### src/rtl/spiro_session.sv
// Spirometer blow-session controller: integrates flow samples into volume, tracks
// peak flow, derives a LEVELS-step progress value and flags win / done / loser.
module spiro_session #(
  parameter int DATA_W      = 8,
  parameter int VOL_W       = 16,
  parameter int LEVELS      = 4,
  parameter int LVL_W       = 5,
  parameter int THRESH      = 8,
  parameter int QUIET_LIMIT = 4,
  parameter int TIMEOUT     = 12
) (
  input  logic              iClk,
  input  logic              iReset,
  input  logic              iCE,
  input  logic              iStart,
  input  logic [DATA_W-1:0] ivDatos,
  input  logic [VOL_W-1:0]  ivTarget,
  output logic [VOL_W-1:0]  ovVolumen,
  output logic [DATA_W-1:0] ovPeak,
  output logic [LVL_W-1:0]  ovLevel,
  output logic [2:0]        ovState,
  output logic              oDone,
  output logic              oWin,
  output logic              oLoser
);

  localparam int LOG2_LVL = $clog2(LEVELS);
  localparam int QW       = $clog2(QUIET_LIMIT + 1);
  localparam int TW       = $clog2(TIMEOUT + 1);
  localparam logic [VOL_W:0] VOL_MAX = {1'b0, {VOL_W{1'b1}}};

  typedef enum logic [2:0] {
    S_IDLE    = 3'd0,
    S_ARMED   = 3'd1,
    S_MEASURE = 3'd2,
    S_DONE    = 3'd3,
    S_LOSE    = 3'd4
  } state_t;

  state_t            state_q, state_d;
  logic [VOL_W-1:0]  vol_q, vol_d;
  logic [DATA_W-1:0] peak_q, peak_d;
  logic [LVL_W-1:0]  level_q, level_d;
  logic [VOL_W-1:0]  step_q, step_d;
  logic [VOL_W:0]    next_thr_q, next_thr_d;
  logic [QW-1:0]     quiet_q, quiet_d;
  logic [TW-1:0]     timeout_q, timeout_d;
  logic              done_q, done_d;

  logic              active;
  logic [VOL_W:0]    vol_sum;
  logic [VOL_W-1:0]  vol_sat;
  logic [VOL_W-1:0]  step_raw;
  logic [VOL_W-1:0]  step_new;

  assign active   = (ivDatos >= DATA_W'(THRESH));
  assign vol_sum  = {1'b0, vol_q} + (VOL_W+1)'(ivDatos);
  assign vol_sat  = (vol_sum > VOL_MAX) ? VOL_MAX[VOL_W-1:0] : vol_sum[VOL_W-1:0];
  // Tiny targets would give a zero step and an instant win; clamp to 1.
  assign step_raw = ivTarget >> LOG2_LVL;
  assign step_new = (step_raw == '0) ? VOL_W'(1) : step_raw;

  always_ff @(posedge iClk) begin
    if (iReset) begin
      state_q    <= S_IDLE;
      vol_q      <= '0;
      peak_q     <= '0;
      level_q    <= '0;
      step_q     <= '0;
      next_thr_q <= '0;
      quiet_q    <= '0;
      timeout_q  <= '0;
      done_q     <= 1'b0;
    end else begin
      state_q    <= state_d;
      vol_q      <= vol_d;
      peak_q     <= peak_d;
      level_q    <= level_d;
      step_q     <= step_d;
      next_thr_q <= next_thr_d;
      quiet_q    <= quiet_d;
      timeout_q  <= timeout_d;
      done_q     <= done_d;
    end
  end

  always_comb begin
    state_d    = state_q;
    vol_d      = vol_q;
    peak_d     = peak_q;
    level_d    = level_q;
    step_d     = step_q;
    next_thr_d = next_thr_q;
    quiet_d    = quiet_q;
    timeout_d  = timeout_q;
    done_d     = 1'b0;

    if (iStart) begin
      state_d    = S_ARMED;
      vol_d      = '0;
      peak_d     = '0;
      level_d    = '0;
      quiet_d    = '0;
      timeout_d  = '0;
      step_d     = step_new;
      next_thr_d = {1'b0, step_new};
    end else begin
      case (state_q)
        S_ARMED: begin
          if (iCE) begin
            if (active) begin
              state_d = S_MEASURE;
              vol_d   = vol_sat;
              peak_d  = ivDatos;
            end else if (timeout_q == TW'(TIMEOUT - 1)) begin
              state_d   = S_LOSE;
              timeout_d = TW'(TIMEOUT);
              done_d    = 1'b1;
            end else begin
              timeout_d = timeout_q + TW'(1);
            end
          end
        end
        S_MEASURE: begin
          if (level_q < LVL_W'(LEVELS) && {1'b0, vol_q} >= next_thr_q) begin
            level_d    = level_q + LVL_W'(1);
            next_thr_d = next_thr_q + {1'b0, step_q};
          end
          // A full bar ends the session before any further sample is taken.
          if (level_q == LVL_W'(LEVELS)) begin
            state_d = S_DONE;
            done_d  = 1'b1;
          end else if (iCE) begin
            if (active) begin
              vol_d   = vol_sat;
              quiet_d = '0;
              if (ivDatos > peak_q) peak_d = ivDatos;
            end else if (quiet_q == QW'(QUIET_LIMIT - 1)) begin
              quiet_d = QW'(QUIET_LIMIT);
              state_d = S_DONE;
              done_d  = 1'b1;
            end else begin
              quiet_d = quiet_q + QW'(1);
            end
          end
        end
        default: ;
      endcase
    end
  end

  always_comb begin
    ovVolumen = vol_q;
    ovPeak    = peak_q;
    ovLevel   = level_q;
    ovState   = state_q;
    oDone     = done_q;
    oWin      = (state_q == S_DONE) && (level_q == LVL_W'(LEVELS));
    oLoser    = (state_q == S_LOSE);
  end

endmodule

### config.mk
export PLATFORM = sky130hd
export DESIGN_NAME = spiro_session
export DESIGN_NICKNAME = d
export VERILOG_FILES = /design/src/rtl/spiro_session.sv
export SDC_FILE = /design/constraint.sdc
export NUM_CORES = 1
export LEC_CHECK = 0
export ABC_AREA = 1
export CAP_MARGIN = 20
export CELL_PAD_IN_SITES_DETAIL_PLACEMENT = 1
export CELL_PAD_IN_SITES_GLOBAL_PLACEMENT = 2
export CORE_UTILIZATION = 39
export CTS_BUF_LIST = sky130_fd_sc_hd__clkbuf_8
export CTS_CLUSTER_SIZE = 16
export DETAILED_ROUTE_END_ITERATION = 7
export DONT_BUFFER_PORTS = 1
export PLACE_DENSITY = 0.85
export SYNTH_ARGS = -nofsm -noshare
export SYNTH_HDL_FRONTEND = slang
export SYNTH_SLANG_ARGS = --single-unit
### constraint.sdc
create_clock -name iClk -period 3.17 [get_ports iClk]
set_clock_uncertainty 0.1 [all_clocks]
set_input_delay 0.634 -clock iClk [delete_from_list [all_inputs] [get_ports iClk]]
set_output_delay 0.634 -clock iClk [all_outputs]
set_load 0.02 [all_outputs]
==> reports/metrics.cfg, run 1 <==
[status]
status = finished, final reports clean

[synthesis]
async_flop_share = 0
ys.flop_type = dfxtp_1
ys_ff_latch = 71
synth_nets = 873
ys_warn_count = 0
yosysSeqAreaShare = 0.283
synth_edf_count = 0
syn_area_sq_um = 5030
avgSynthCellArea_sq_um = 6.35
synth_cell_types = 41
syn_inst = 792

[timing]
worst_slack_ns = 0.564
slew_violations = 0
rsz0062_at_grt = no
final.setup.tns_ns = 0
finalCritPeriodShare = 0.822
worst_slew_pin_slew_ns = 0.707
fmax_mhz = 384
hold_viol = 0
slew_headroom = 0.525
setup_viol = 0
layout_min_cycle_time_ns = 2.61

[power_and_ir_drop]
p_per_area_nw_per_um2 = 418
total_leakage_power_nw = 2.63
power_mw = 2.30
peakVddDrop_mv = 0.157

[floorplan]
die_h_microns = 116
num_io_pins = 63
initial_utilization = 0.399
die_x_microns = 116
die_area_sq_um = 13400
coreArea_sq_um = 12600
rows = 41

[clocking]
cts_hold_buf = 0
cts.sinks = 71
path_clk_slew_ns = 0.09
worst_skew_pair.late_latency_ns = 0.38
cts_tree = yes
clk_path_buf_depth = 2
numCtsBuffers = 9
cts_resized = 0
cts_root_buf = clkbuf_8
htreeDepth = 3
cts_setup_buffers = 0

[critical_path]
required_ns = 3.38
path_class = reg -> reg
path_max_fanout = 18
crit_path_end_kind = flop
critPathLaunchType = flop
worstPathArrival_ns = 2.82

[grt]
grt_max_degree = 38
overflow = 0
grt_pass1_wl_microns = 24800
antenna_found_initial = 0
grt_usage = 0.242
first_global_vias = 5209

[finish]
area_growth_pct = 9.35
antenna_cells = 0
drive_above_1_share = 0.0537
multiInputGateArea_sq_um = 3110
fin_nets = 877
fill_cells = 1705
seq_area_sq_um = 1420

[placement]
globalplace.congestion = 0.863
io_buffers = 0
place_hpwl_microns = 11900
dp_slack_ns = 0.516

[route]
drcViolationCount = 0
drt_pass1_iterations = 4
wl_per_cell_microns = 15.5
detail-route-antenna-nets = 0
dr.first_iter.drc_count = 106
routed_wl_microns = 15100
vias = 5016
avgViaCountPerCell = 5.16

[flow_run]
maxCapViolCount = 0

[worst_hold_path]
hp-class = in -> reg

[layout by cell type, fill, tap and decap left out, types with 2 or more instances in the layout]
| cell type | count |
|---|---|
| nor3_1 | 6 |
| nor2_1 | 84 |
| o21ai_0 | 30 |
| nand3_1 | 55 |
| clkinv_4 | 2 |
| xor2_1 | 4 |
| o21a_1 | 2 |
| and2_1 | 3 |
| nor4_1 | 2 |
| ha_1 | 51 |
| o21ai_1 | 5 |
| nor2_2 | 6 |
| or2_2 | 3 |
| buf_4 | 9 |
| inv_1 | 107 |
| nand2_1 | 237 |
| dfxtp_1 | 71 |
| a21o_1 | 3 |
| fa_1 | 2 |
| nand4_1 | 7 |
| nand3b_1 | 2 |
| clkbuf_8 | 9 |
| a31oi_1 | 7 |
| bufinv_16 | 4 |
| inv_2 | 3 |
| o21bai_1 | 3 |
| a21oi_1 | 65 |
| xnor2_1 | 2 |
| nand2_2 | 3 |
| o31ai_1 | 3 |
[cell type report]
type                    count  share of cell area
clock buffers               9              0.0225
repair buffers              9              0.0123
clock inverters             7              0.0264
well taps                 172              0.0391
flip-flops and latches     71               0.258
inverters                 110              0.0751
multi-input cells         595               0.566
[state kept, by name, summed over array words and instances (netlist names), 3 cells and up]
register,count
next_thr_q,17
ovVolumen,16
step_q,14
ovPeak,8
ovLevel,5
timeout_q,4
ovState,3
quiet_q,3
[metrics by stage]
step           hold WS, ns  area (sq um)  cells   util
2_1_floorplan        0.335          5030    792      -
3_3_place_gp         0.347          5230    957  0.415
3_5_place_dp         0.361          5230    957  0.415
4_1_cts              0.188          5500    973  0.436
5_1_grt              0.197          5500    973  0.436
6_report             0.204          5500    973  0.436
[worst max-delay path, cell delays in order (launching register included)]
cell	delay [ns]
dfxtp_1	0.46
inv_1	0.13
ha_1	0.34
nand2_1	0.07
nor2_2	0.14
nand2_1	0.09
nor2_1	0.09
nand2_1	0.08
nand4_1	0.15
nand2_2	0.32
nand2_4	0.34
nand2_1	0.09
a21oi_1	0.15
[power by group]
group	leakage (nW)	internal [mW]	switching, mW
registers	0.578	0.921	0.0378
logic	1.92	0.119	0.214
clock network	0.130	0.605	0.402
total	2.63	1.64	0.654
[Yosys cell counts, types with 2 or more instances]
| cell type | number | share of area |
|---|---|---|
| nand3b_1 | 2 | 0.0030 |
| ha_1 | 51 | 0.13 |
| a21o_1 | 3 | 0.0045 |
| clkbuf_1 | 10 | 0.0075 |
| xnor2_1 | 2 | 0.0035 |
| inv_2 | 3 | 0.0022 |
| inv_1 | 107 | 0.080 |
| xor2_1 | 4 | 0.0070 |
| fa_1 | 2 | 0.0080 |
| nand2_1 | 237 | 0.18 |
| dfxtp_1 | 71 | 0.28 |
| nand3_1 | 55 | 0.055 |
| o21ai_1 | 5 | 0.0050 |
| nor4_1 | 2 | 0.0025 |
| a21oi_1 | 65 | 0.065 |
| nand4_1 | 7 | 0.0087 |
| buf_6 | 2 | 0.0045 |
| a31oi_1 | 7 | 0.0087 |
| or2_2 | 3 | 0.0037 |
| o21a_1 | 2 | 0.0030 |
| nor2_2 | 5 | 0.0062 |
| nor3_1 | 6 | 0.0060 |
| buf_4 | 2 | 0.0030 |
| o31ai_1 | 3 | 0.0045 |
| o21ai_0 | 30 | 0.030 |
| o21bai_1 | 3 | 0.0045 |
| nor2_1 | 85 | 0.063 |
| and2_1 | 3 | 0.0037 |
| nand2_2 | 3 | 0.0037 |
[kinds of logic after synthesis]
group | Yosys count | share of synthesized area
simple gates | 414 | 0.343
buf+inv | 126 | 0.0988
compound gates | 122 | 0.130
flops | 71 | 0.283
fa+ha+maj | 53 | 0.135
xor+xnor | 6 | 0.0104
[layer usage]
metal / wire [microns] / GRT usage / up-vias / share of wire
li1: - / - / 2551 / -
met5: 0 / 0 / - / 0
met1: 6420 / 0.270 / 2401 / 0.43
met4: 288 / 0.0961 / 0 / 0.019
met2: 7990 / 0.462 / 48 / 0.53
met3: 395 / 0.0335 / 16 / 0.026
[final timing paths]
kind,start,to,slack [ns],cells after the start
min,iReset,step_q[4],0.20,1
min reg2reg,step_q[4],step_q[4],0.37,2
max,next_thr_q[14],next_thr_q[13],0.56,12
max reg2reg,next_thr_q[14],next_thr_q[13],0.56,12
No activity file was read; power rests on OpenSTA's default activity.
==> run 2, diff against run 1 <==
--- a/config.mk
+++ b/config.mk
@@ -9,12 +9,12 @@
 export CAP_MARGIN = 20
 export CELL_PAD_IN_SITES_DETAIL_PLACEMENT = 1
 export CELL_PAD_IN_SITES_GLOBAL_PLACEMENT = 2
-export CORE_UTILIZATION = 39
+export CORE_UTILIZATION = 36
 export CTS_BUF_LIST = sky130_fd_sc_hd__clkbuf_8
 export CTS_CLUSTER_SIZE = 16
 export DETAILED_ROUTE_END_ITERATION = 7
 export DONT_BUFFER_PORTS = 1
-export PLACE_DENSITY = 0.85
+export PLACE_DENSITY = 0.79
 export SYNTH_ARGS = -nofsm -noshare
 export SYNTH_HDL_FRONTEND = slang
 export SYNTH_SLANG_ARGS = --single-unit
==> constraint.sdc (replaced) <==
create_clock -name iClk -period 2.4 [get_ports iClk]
set_clock_uncertainty 0.1 [all_clocks]
set_input_delay 0.48 -clock iClk [delete_from_list [all_inputs] [get_ports iClk]]
set_output_delay 0.48 -clock iClk [all_outputs]
set_load 0.02 [all_outputs]
==> reports/metrics.cfg, run 2 (same netlist as run 1, synthesis figures left out) <==
[route]
drt_pass1_iterations = 4  ; unchanged
routed_wl_microns = 15500  ; was 15100 microns
drcViolationCount = 0  ; unchanged
dr.first_iter.drc_count = 156  ; was 106
vias = 5156  ; was 5016
detail-route-antenna-nets = 0  ; unchanged
avgViaCountPerCell = 5.13  ; was 5.16
wl_per_cell_microns = 15.4  ; was 15.5 microns

[floorplan]
die_h_microns = 120  ; was 116 microns
die_x_microns = 120  ; was 116 microns
initial_utilization = 0.374  ; was 0.399
die_area_sq_um = 14400  ; was 13400 sq um
coreArea_sq_um = 13500  ; was 12600 sq um
num_io_pins = 63  ; unchanged
rows = 42  ; was 41

[finish]
final-instance-count-excl-fill = 1005  ; was 973
fin_nets = 905  ; was 877
largest_reg_flops = 17  ; unchanged
layout_common_cells = nand2_1, inv_1, nor2_1  ; unchanged
drive_above_1_share = 0.0844  ; was 0.0537
final_common_cell = nand2_1  ; unchanged
seq_area_sq_um = 1420  ; unchanged
area_growth_pct = 12.5  ; was 9.35%
antenna_cells = 0  ; unchanged
fill_cells = 1841  ; was 1705
multiInputGateArea_sq_um = 3120  ; was 3110 sq um
top_register = next_thr_q  ; unchanged

[timing]
final.setup.tns_ns = 0  ; unchanged
slew_headroom = 0.578  ; was 0.525
rsz0062_at_grt = no  ; unchanged
fmax_mhz = 458  ; was 384 MHz
worst_slew_pin_slew_ns = 0.628  ; was 0.707 ns
layout_min_cycle_time_ns = 2.19  ; was 2.61 ns
hold_viol = 0  ; unchanged
setup_viol = 0  ; unchanged
finalCritPeriodShare = 0.911  ; was 0.822
slew_violations = 0  ; unchanged

[grt]
first_global_vias = 5474  ; was 5209
grt_max_degree = 32  ; was 38
grt_pass1_wl_microns = 25900  ; was 24800 microns
grt_usage = 0.230  ; was 0.242
antenna_found_initial = 0  ; unchanged
overflow = 0  ; unchanged

[critical_path]
crit_path_end_kind = flop  ; unchanged
required_ns = 2.60  ; was 3.38 ns
path_max_fanout = 6  ; was 18
worstPathArrival_ns = 2.38  ; was 2.82 ns
critPathLaunchType = flop  ; unchanged
path_class = reg -> reg  ; unchanged

[power_and_ir_drop]
total_leakage_power_nw = 2.76  ; was 2.63 nW
p_per_area_nw_per_um2 = 468  ; was 418 nW/um^2
peakVddDrop_mv = 0.243  ; was 0.157 mV

[clocking]
path_clk_slew_ns = 0.08  ; was 0.09 ns
cts_root_buf = clkbuf_8  ; unchanged
htreeDepth = 3  ; unchanged
worst_skew_pair.late_latency_ns = 0.37  ; was 0.38 ns
cts.sinks = 71  ; unchanged
numCtsBuffers = 9  ; unchanged
cts_setup_buffers = 0  ; unchanged
cts_tree = yes  ; unchanged
clk_path_buf_depth = 2  ; unchanged

[placement]
globalplace.congestion = 0.859  ; was 0.863
place_hpwl_microns = 12400  ; was 11900 microns
io_buffers = 0  ; unchanged
dp_cells = 989  ; was 957

[flow_run]
maxCapViolCount = 0  ; unchanged

[status]
status = finished, final reports clean  ; unchanged

[worst_hold_path]
hp-class = in -> reg  ; unchanged

## run 2: worst paths after layout
path | start | to | slack [ns] | cells after the start
max | ovVolumen[0] | ovVolumen[13] | 0.21 | 12
min | iReset | step_q[9] | 0.07 | 1
max reg2reg | ovVolumen[0] | ovVolumen[13] | 0.21 | 12
min reg2reg | step_q[6] | step_q[6] | 0.37 | 2
## run 2: worst max-delay path: stages (launching register included)
cell	delay (ns)
dfxtp_1	0.34
ha_1	0.16
inv_1	0.05
fa_1	0.40
o21ai_1	0.23
nand2_1	0.08
nand2_1	0.09
nand2_1	0.11
nor2_2	0.17
nand2_2	0.14
nand2_1	0.09
nor2_1	0.05
nor2_1	0.10
## run 2: cell type report
| cell class | count | share of cell area |
|---|---|---|
| clock buffers | 11 | 0.0268 |
| clock inverters | 5 | 0.00442 |
| inverters | 110 | 0.0730 |
| multi-input cells | 595 | 0.552 |
| flip-flops and latches | 71 | 0.251 |
| well taps | 176 | 0.0389 |
| repair buffers | 37 | 0.0542 |
## run 2: timing repair
| item | 4_1_cts | 5_1_grt |
|---|---|---|
| endpoints found under the setup margin | 0 | 11 |
| hold buffers | 0 | 0 |
| resized for setup | 0 | 3 |
## run 2: per-stage QoR
step	power [mW]	setup slack, ns	utilization	instance area [sq um]	hold WS, ns
floorplan	1.63	0.229	-	5030	0.335
global placement	1.74	0.0974	0.407	5470	0.346
detailed placement	1.76	0.0151	0.407	5470	0.357
CTS	2.69	0.113	0.420	5650	0.0490
global route	2.81	0.00703	0.421	5660	0.0564
finish	2.65	0.214	0.421	5660	0.0703
## run 2: where the power goes
part	internal (mW)	total, mW	switching [mW]	leakage, nW
clock	0.422	0.922	0.500	0.0977
combinational	0.177	0.473	0.296	2.08
sequential	1.22	1.26	0.0385	0.578
## run 2: metal layers
metal	global-route usage	part of all wire	wire length (microns)	vias up
met5	0	0	0	-
met4	0.0734	0.015	228	0
met3	0.0321	0.027	416	16
met2	0.437	0.53	8120	56
met1	0.261	0.43	6680	2480
li1	-	-	-	2604
